--- src/rtl/forward_ctrl.sv ---
// forward_ctrl: forwarding-select and load-use hazard controller for the
// 5-stage ARM pipeline. Tracks {valid, wb_en, dest, mem_read} for the
// instructions in EXE, MEM and WB, registers the EXE operand-mux selects at
// the ID->EXE edge and raises a combinational stall for IF/ID.
//
// Optional feature macro: FORWARDING_EN
//   defined   : selects forward from MEM/WB, stall only on load-use.
//   undefined : selects are always FROM_ID, stall on any RAW dependency on a
//               producer still in EXE or MEM.
//
// Handshake: none; the block follows the pipeline. freeze holds every
// register (slots and selects) and dominates flush/stall for state update,
// while o_stall keeps being evaluated combinationally.
//
// o_dbg_slots exposes the tracking slots as {exe, mem, wb}, each slot packed
// as {valid, wb_en, dest, mem_read}.
module forward_ctrl #(
  parameter int REG_ADDR_LEN = 4
) (
  input  logic                    i_clk,
  input  logic                    i_rst,
  input  logic                    i_freeze,
  input  logic                    i_flush,
  input  logic                    i_id_valid,
  input  logic [REG_ADDR_LEN-1:0] i_id_src1,
  input  logic [REG_ADDR_LEN-1:0] i_id_src2,
  input  logic                    i_id_src1_used,
  input  logic                    i_id_src2_used,
  input  logic                    i_id_wb_en,
  input  logic [REG_ADDR_LEN-1:0] i_id_dest,
  input  logic                    i_id_mem_read,
  output logic [1:0]              o_sel_src1,
  output logic [1:0]              o_sel_src2,
  output logic                    o_stall,
  output logic [3*(REG_ADDR_LEN+3)-1:0] o_dbg_slots
);

  // Operand-mux select encodings shared with the EXE-stage muxes.
  localparam logic [1:0] FORW_SEL_FROM_ID  = 2'b00;
  localparam logic [1:0] FORW_SEL_FROM_WB  = 2'b01;
  localparam logic [1:0] FORW_SEL_FROM_MEM = 2'b10;

  typedef struct packed {
    logic                    valid;
    logic                    wb_en;
    logic [REG_ADDR_LEN-1:0] dest;
    logic                    mem_read;
  } slot_t;

  slot_t      r_exe;
  slot_t      r_mem;
  slot_t      r_wb;
  logic [1:0] r_sel_src1;
  logic [1:0] r_sel_src2;

  logic  w_m1_exe;
  logic  w_m2_exe;
  logic  w_m1_mem;
  logic  w_m2_mem;
  logic  w_hazard;
  logic  w_stall;
  logic  w_bubble;
  logic  [1:0] w_sel_src1;
  logic  [1:0] w_sel_src2;
  slot_t w_id_slot;

  // Source/producer matches against the EXE and MEM slots (pre-shift contents).
  always_comb begin
    w_m1_exe = i_id_src1_used && r_exe.valid && r_exe.wb_en && (i_id_src1 == r_exe.dest);
    w_m2_exe = i_id_src2_used && r_exe.valid && r_exe.wb_en && (i_id_src2 == r_exe.dest);
    w_m1_mem = i_id_src1_used && r_mem.valid && r_mem.wb_en && (i_id_src1 == r_mem.dest);
    w_m2_mem = i_id_src2_used && r_mem.valid && r_mem.wb_en && (i_id_src2 == r_mem.dest);
  end

  // Hazard detection and next-select computation; the youngest producer wins.
  always_comb begin
    w_sel_src1 = FORW_SEL_FROM_ID;
    w_sel_src2 = FORW_SEL_FROM_ID;
`ifdef FORWARDING_EN
    // Only a load in EXE cannot be forwarded in time: its data appears in MEM.
    w_hazard = r_exe.valid && r_exe.mem_read && r_exe.wb_en && (w_m1_exe || w_m2_exe);
    if (w_m1_exe)      w_sel_src1 = FORW_SEL_FROM_MEM;
    else if (w_m1_mem) w_sel_src1 = FORW_SEL_FROM_WB;
    if (w_m2_exe)      w_sel_src2 = FORW_SEL_FROM_MEM;
    else if (w_m2_mem) w_sel_src2 = FORW_SEL_FROM_WB;
`else
    // Without forwarding, wait until the producer reaches WB (register file
    // write-before-read covers it from there).
    w_hazard = w_m1_exe || w_m2_exe || w_m1_mem || w_m2_mem;
`endif
    w_stall  = i_id_valid && !i_flush && w_hazard;
    w_bubble = i_flush || w_stall || !i_id_valid;
    w_id_slot.valid    = 1'b1;
    w_id_slot.wb_en    = i_id_wb_en;
    w_id_slot.dest     = i_id_dest;
    w_id_slot.mem_read = i_id_mem_read;
  end

  // Slot shift and select registers; freeze holds everything, reset clears.
  always_ff @(posedge i_clk or posedge i_rst) begin
    if (i_rst) begin
      r_exe      <= '0;
      r_mem      <= '0;
      r_wb       <= '0;
      r_sel_src1 <= FORW_SEL_FROM_ID;
      r_sel_src2 <= FORW_SEL_FROM_ID;
    end else if (!i_freeze) begin
      r_wb  <= r_mem;
      r_mem <= r_exe;
      if (w_bubble) begin
        r_exe      <= '0;
        r_sel_src1 <= FORW_SEL_FROM_ID;
        r_sel_src2 <= FORW_SEL_FROM_ID;
      end else begin
        r_exe      <= w_id_slot;
        r_sel_src1 <= w_sel_src1;
        r_sel_src2 <= w_sel_src2;
      end
    end
  end

  assign o_sel_src1  = r_sel_src1;
  assign o_sel_src2  = r_sel_src2;
  assign o_stall     = w_stall;
  assign o_dbg_slots = {r_exe, r_mem, r_wb};

endmodule
--- config.mk ---
export PLATFORM = sky130hd
export DESIGN_NAME = forward_ctrl
export DESIGN_NICKNAME = d
export VERILOG_FILES = /design/src/rtl/forward_ctrl.sv
export SDC_FILE = /design/constraint.sdc
export NUM_CORES = 1
export LEC_CHECK = 0
export ABC_AREA = 1
export BUFFER_PORTS_ARGS = -buffer_cell sky130_fd_sc_hd__buf_2
export CORE_MARGIN = 5
export CORE_UTILIZATION = 45
export DETAILED_ROUTE_END_ITERATION = 6
export GPL_ROUTABILITY_DRIVEN = 0
export GPL_TIMING_DRIVEN = 0
export PLACE_DENSITY = 0.75
export REMOVE_ABC_BUFFERS = 1
export SYNTH_ARGS = -nofsm -noshare
export SYNTH_HDL_FRONTEND = slang
export SYNTH_SLANG_ARGS = --single-unit
--- constraint.sdc ---
create_clock -name i_clk -period 2.1 [get_ports i_clk]
set_input_delay 0.21 -clock i_clk [delete_from_list [all_inputs] [get_ports i_clk]]
set_output_delay 0.21 -clock i_clk [all_outputs]
set_load 0.02 [all_outputs]
Yosys cells after proc, flatten, opt, wreduce, memory -nomap -nowiden. Cells that the tools add are included. Widths: inputs -> output; s select.

Logic and storage cells: 38. Bits in registers: 21. Output and inout bits: 26.

Equality and inequality tests: 4. Reduce and logical (&&, ||, !) cells: 21. Muxes and demuxes: 1.

Operators by type and width (number): $eq 4x4->1 (4); $logic_and 1x1->1 (14); $mux 7 (1); $logic_or 1x1->1 (5); $logic_not 1->1 (2).

Depth between registers and ports, before layout.
Depth after elaboration: 10. Mapped depth: 9.

Worst setup path after synthesis. OpenSTA, ideal clock, no wires.

Path type: register -> output. Start: register r_exe, in the netlist o_dbg_slots[16]. End: output port o_stall. Arrival: 1.252 ns. Stages on the path, launching flop included: 9. Slack: 0.638 ns. Data required time: 1.890 ns. Cell sequence: dfrtp_1 > inv_2 > nand2_1 > nand2_1 > nor2_1 > nand3_2 > nand2_2 > nor2_4 > nor3_2.

Cells in the longest elaborated chain, start to end: 6. Elaborated cells on any way between the ends: 8. Those cells by class: eq/ne: 2; reduce/logical: 6.

Ends and longest elaborated chain: start, declared (line 50) `slot_t r_exe;`; start signal, assigned (line 115) `r_exe <= w_id_slot;`; $eq 4x4->1, on equally long branches (line 69, 70); $logic_and 1x1->1, on equally long branches (line 69, 70); $logic_or 1x1->1 (*) (3 in a row) (line 89) `w_hazard = w_m1_exe || w_m2_exe || w_m1_mem || w_m2_mem;`; $logic_and 1x1->1 (*) (line 91) `w_stall = i_id_valid && !i_flush && w_hazard;`; end, declared (line 34) `output logic o_stall,`.

Every way passes the cells marked *; elsewhere a longest branch is shown, timed or not.

Worst setup path in the final report.
Start: register r_mem, in the netlist o_dbg_slots[8]. End: output port o_stall.

Cells in the longest elaborated chain, start to end: 5. Elaborated cells on any way between the ends: 7. Those cells by class: eq/ne: 2; reduce/logical: 5.

Ends and longest elaborated chain: start, declared (line 51) `slot_t r_mem;`; start signal, assigned (line 109) `r_mem <= r_exe;`; $eq 4x4->1 (line 71) `w_m1_mem = i_id_src1_used && r_mem.valid && r_mem.wb_en && (i_id_src1 == r_mem.dest);`; $logic_and 1x1->1 (line 71); $logic_or 1x1->1 (line 89); $logic_or 1x1->1 (*) (line 89); $logic_and 1x1->1 (*) (line 91).

Marks and branches as above.

==> impl_metrics.json <==
{
  "setup_tns_ns": 0,
  "fin_nets": 224,
  "via_per_inst": 4.78,
  "die_area_um2": 3670,
  "hp-class": "input port to asynchronous set/reset pin",
  "reg2reg_slack_ns": 0.80,
  "slew-limit-headroom": 0.476,
  "antenna_found_initial": 0,
  "dpl.hpwl_mm": 2.00,
  "drc_errors": 0,
  "htreeDepth": 1,
  "clk_pin_slew_ns": 0.12,
  "clock-root-buffer": "clkbuf_4",
  "syn_to_final_growth_pct": 20.7,
  "cp-start-kind": "flop",
  "drive_gt1_frac": 0.272,
  "synth_edf_count": 0,
  "post-cts-setup-buffers": 0,
  "path_cells": "nand2_1 > o21ai_0 > nor2_1 > nand3_1 > nand2_1 > nor2_4 > nor3_2 > buf_2",
  "final_core_util": 0.567,
  "register_area_um2": 526,
  "core_um2": 2450,
  "synthFlopType": "dfrtp_1",
  "grt_use_total": 0.165,
  "arrival_ns": 1.58,
  "multiInputGateArea_um2": 517,
  "r2r-start": "o_dbg_slots[9]",
  "ys_ff_latch": 21,
  "rsz0062_at_grt": "no",
  "cts-hold-fix-buffers": 0,
  "insertion_delay_ns": 0.30,
  "end_kind": "primary output",
  "fin_skew_ns": 0.00460,
  "numCtsBuffers": 3,
  "worstPathMaxFanout": 8,
  "finalHoldViolations": 0,
  "p_total_mw": 0.872,
  "clock-sinks": 21,
  "clock_path_buffers": 2,
  "overflow": 0,
  "dr.pass1.iters": 4,
  "maxCapViolCount": 0,
  "die_y_um": 60.6,
  "drtIter0Drc": 26,
  "fin_crit_sh": 0.850,
  "antennaDiodeCount": 0,
  "critical_path.endpoint": "o_stall",
  "crit_required_ns": 1.89,
  "peakVddDrop_v": 0.000419,
  "io_pins": 47,
  "r2r-end": "o_dbg_slots[16]",
  "synth.distinct_cells": 20,
  "ys_async_sr_fraction": 1.00,
  "crit_start": "o_dbg_slots[8]",
  "wl_per_cell_um": 11.3,
  "antenna_left": 0,
  "via_count": 1110,
  "yosys_warnings": 0,
  "largest_register_ffs": 21,
  "fin_crit_ns": 1.79,
  "slew_viol_final": 0,
  "grt_pass1_wl_mm": 4.65,
  "cts_resized": 0,
  "fmax_mhz": 560,
  "setup_viol": 0,
  "yosysSeqAreaShare": 0.456,
  "die_w_um": 60.6,
  "cts_tree": "done",
  "critPathKind": "flop to primary output",
  "crit_top_cell": "nand2_1",
  "power.density_nw_per_um2": 627,
  "rows": 18,
  "fill_cells": 254,
  "cpPeakStageDelay_ns": 0.45,
  "reg2reg_depth": 7,
  "drt_wl_total_mm": 2.61,
  "port_buffers": 42,
  "power_leakage_nw": 0.815,
  "start_util": 0.469,
  "grt_pass1_vias": 1124,
  "cpMaxStageDelayCell": "dfrtp_1",
  "tightest_slew_ns": 0.785,
  "synthCells": 161,
  "synth_area_um2": 1150,
  "status": "finished, final reports clean",
  "syn_area_per_cell_um2": 7.16,
  "grt_max_degree": 37
}
-- where the power goes --
group,internal (mW),leakage [nW],switching [mW],total (mW)
combinational,0.0726,0.526,0.140,0.212
clock,0.0739,0.0150,0.118,0.192
sequential,0.437,0.274,0.0301,0.467
-- critical path, delay by kind of cell (launching register included) --
kind,cells,cell delay (ns)
AND/OR/NAND/NOR,6,0.57
flip-flops,1,0.45
buffers and inverters,1,0.18
AO/OA/AOI/OAI,1,0.09
-- final cells by class --
cell class | count | share of cell area
tap | 30 | 0.0270
timing repair buffer | 42 | 0.151
clock buffer | 4 | 0.0189
inverter | 20 | 0.0540
sequential | 21 | 0.378
multi-input combinational | 115 | 0.371
-- synth_stat cells, types with 2 or more instances --
cell type / number / share of area
xnor2_1: 3 / 0.023
inv_1: 15 / 0.049
o21ai_0: 2 / 0.0087
nand3_1: 12 / 0.052
o21ai_1: 9 / 0.039
dfrtp_1: 21 / 0.46
nand2_1: 63 / 0.21
inv_2: 5 / 0.016
a21oi_1: 5 / 0.022
clkbuf_1: 2 / 0.0065
buf_4: 4 / 0.026
nor2_1: 12 / 0.039
-- worst min-delay path by stage --
stage	startpoint	end	cells after the start
after detailed placement	i_rst	o_dbg_slots[9]	2
after CTS	i_rst	o_dbg_slots[10]	2
after global routing	i_rst	o_dbg_slots[18]	2
after global placement	i_rst	o_dbg_slots[0]	2
final	i_rst	o_dbg_slots[17]	2
after floorplan	i_rst	o_dbg_slots[0]	1
-- cell usage in the layout (no fill, tap or decap), drive strengths merged --
cell type  synthesis  routed
a21oi              5       5
buf                6      42
clkbuf             2       4
conb               1       4
dfrtp             21      21
inv               20      20
nand2             64      64
nand3             13      13
nor2              13      13
nor3               2       2
o21ai             11      11
xnor2              3       3
-- per-layer routing --
metal | share of wire | wire [µm] | global-route usage
met1 | 0.43 | 1120 | 0.205
met2 | 0.48 | 1250 | 0.281
met3 | 0.088 | 229 | 0.0426
met4 | 0.0061 | 16 | 0.0495
met5 | 0 | 0 | 0
-- stage by stage --
step,setup WS [ns],hold slack [ns],instances,cell area (µm²)
2_1_floorplan,0.638,0.187,156,1120
3_5_place_dp,0.648,0.400,228,1370
6_report,0.315,0.0379,232,1390
3_3_place_gp,0.689,0.388,228,1370
4_1_cts,0.299,0.0610,232,1390
5_1_grt,0.182,0.105,232,1390
-- kinds of logic after synthesis --
group | count (synthesis) | synth area share
and+or+nand+nor | 92 | 0.343
xor gates and xnor gates | 3 | 0.0228
other | 1 | 0.00325
AOI/OAI and AO/OA | 16 | 0.0695
DFF | 21 | 0.456
buffers and inverters | 28 | 0.105
Power figures use the tool's default switching activity.
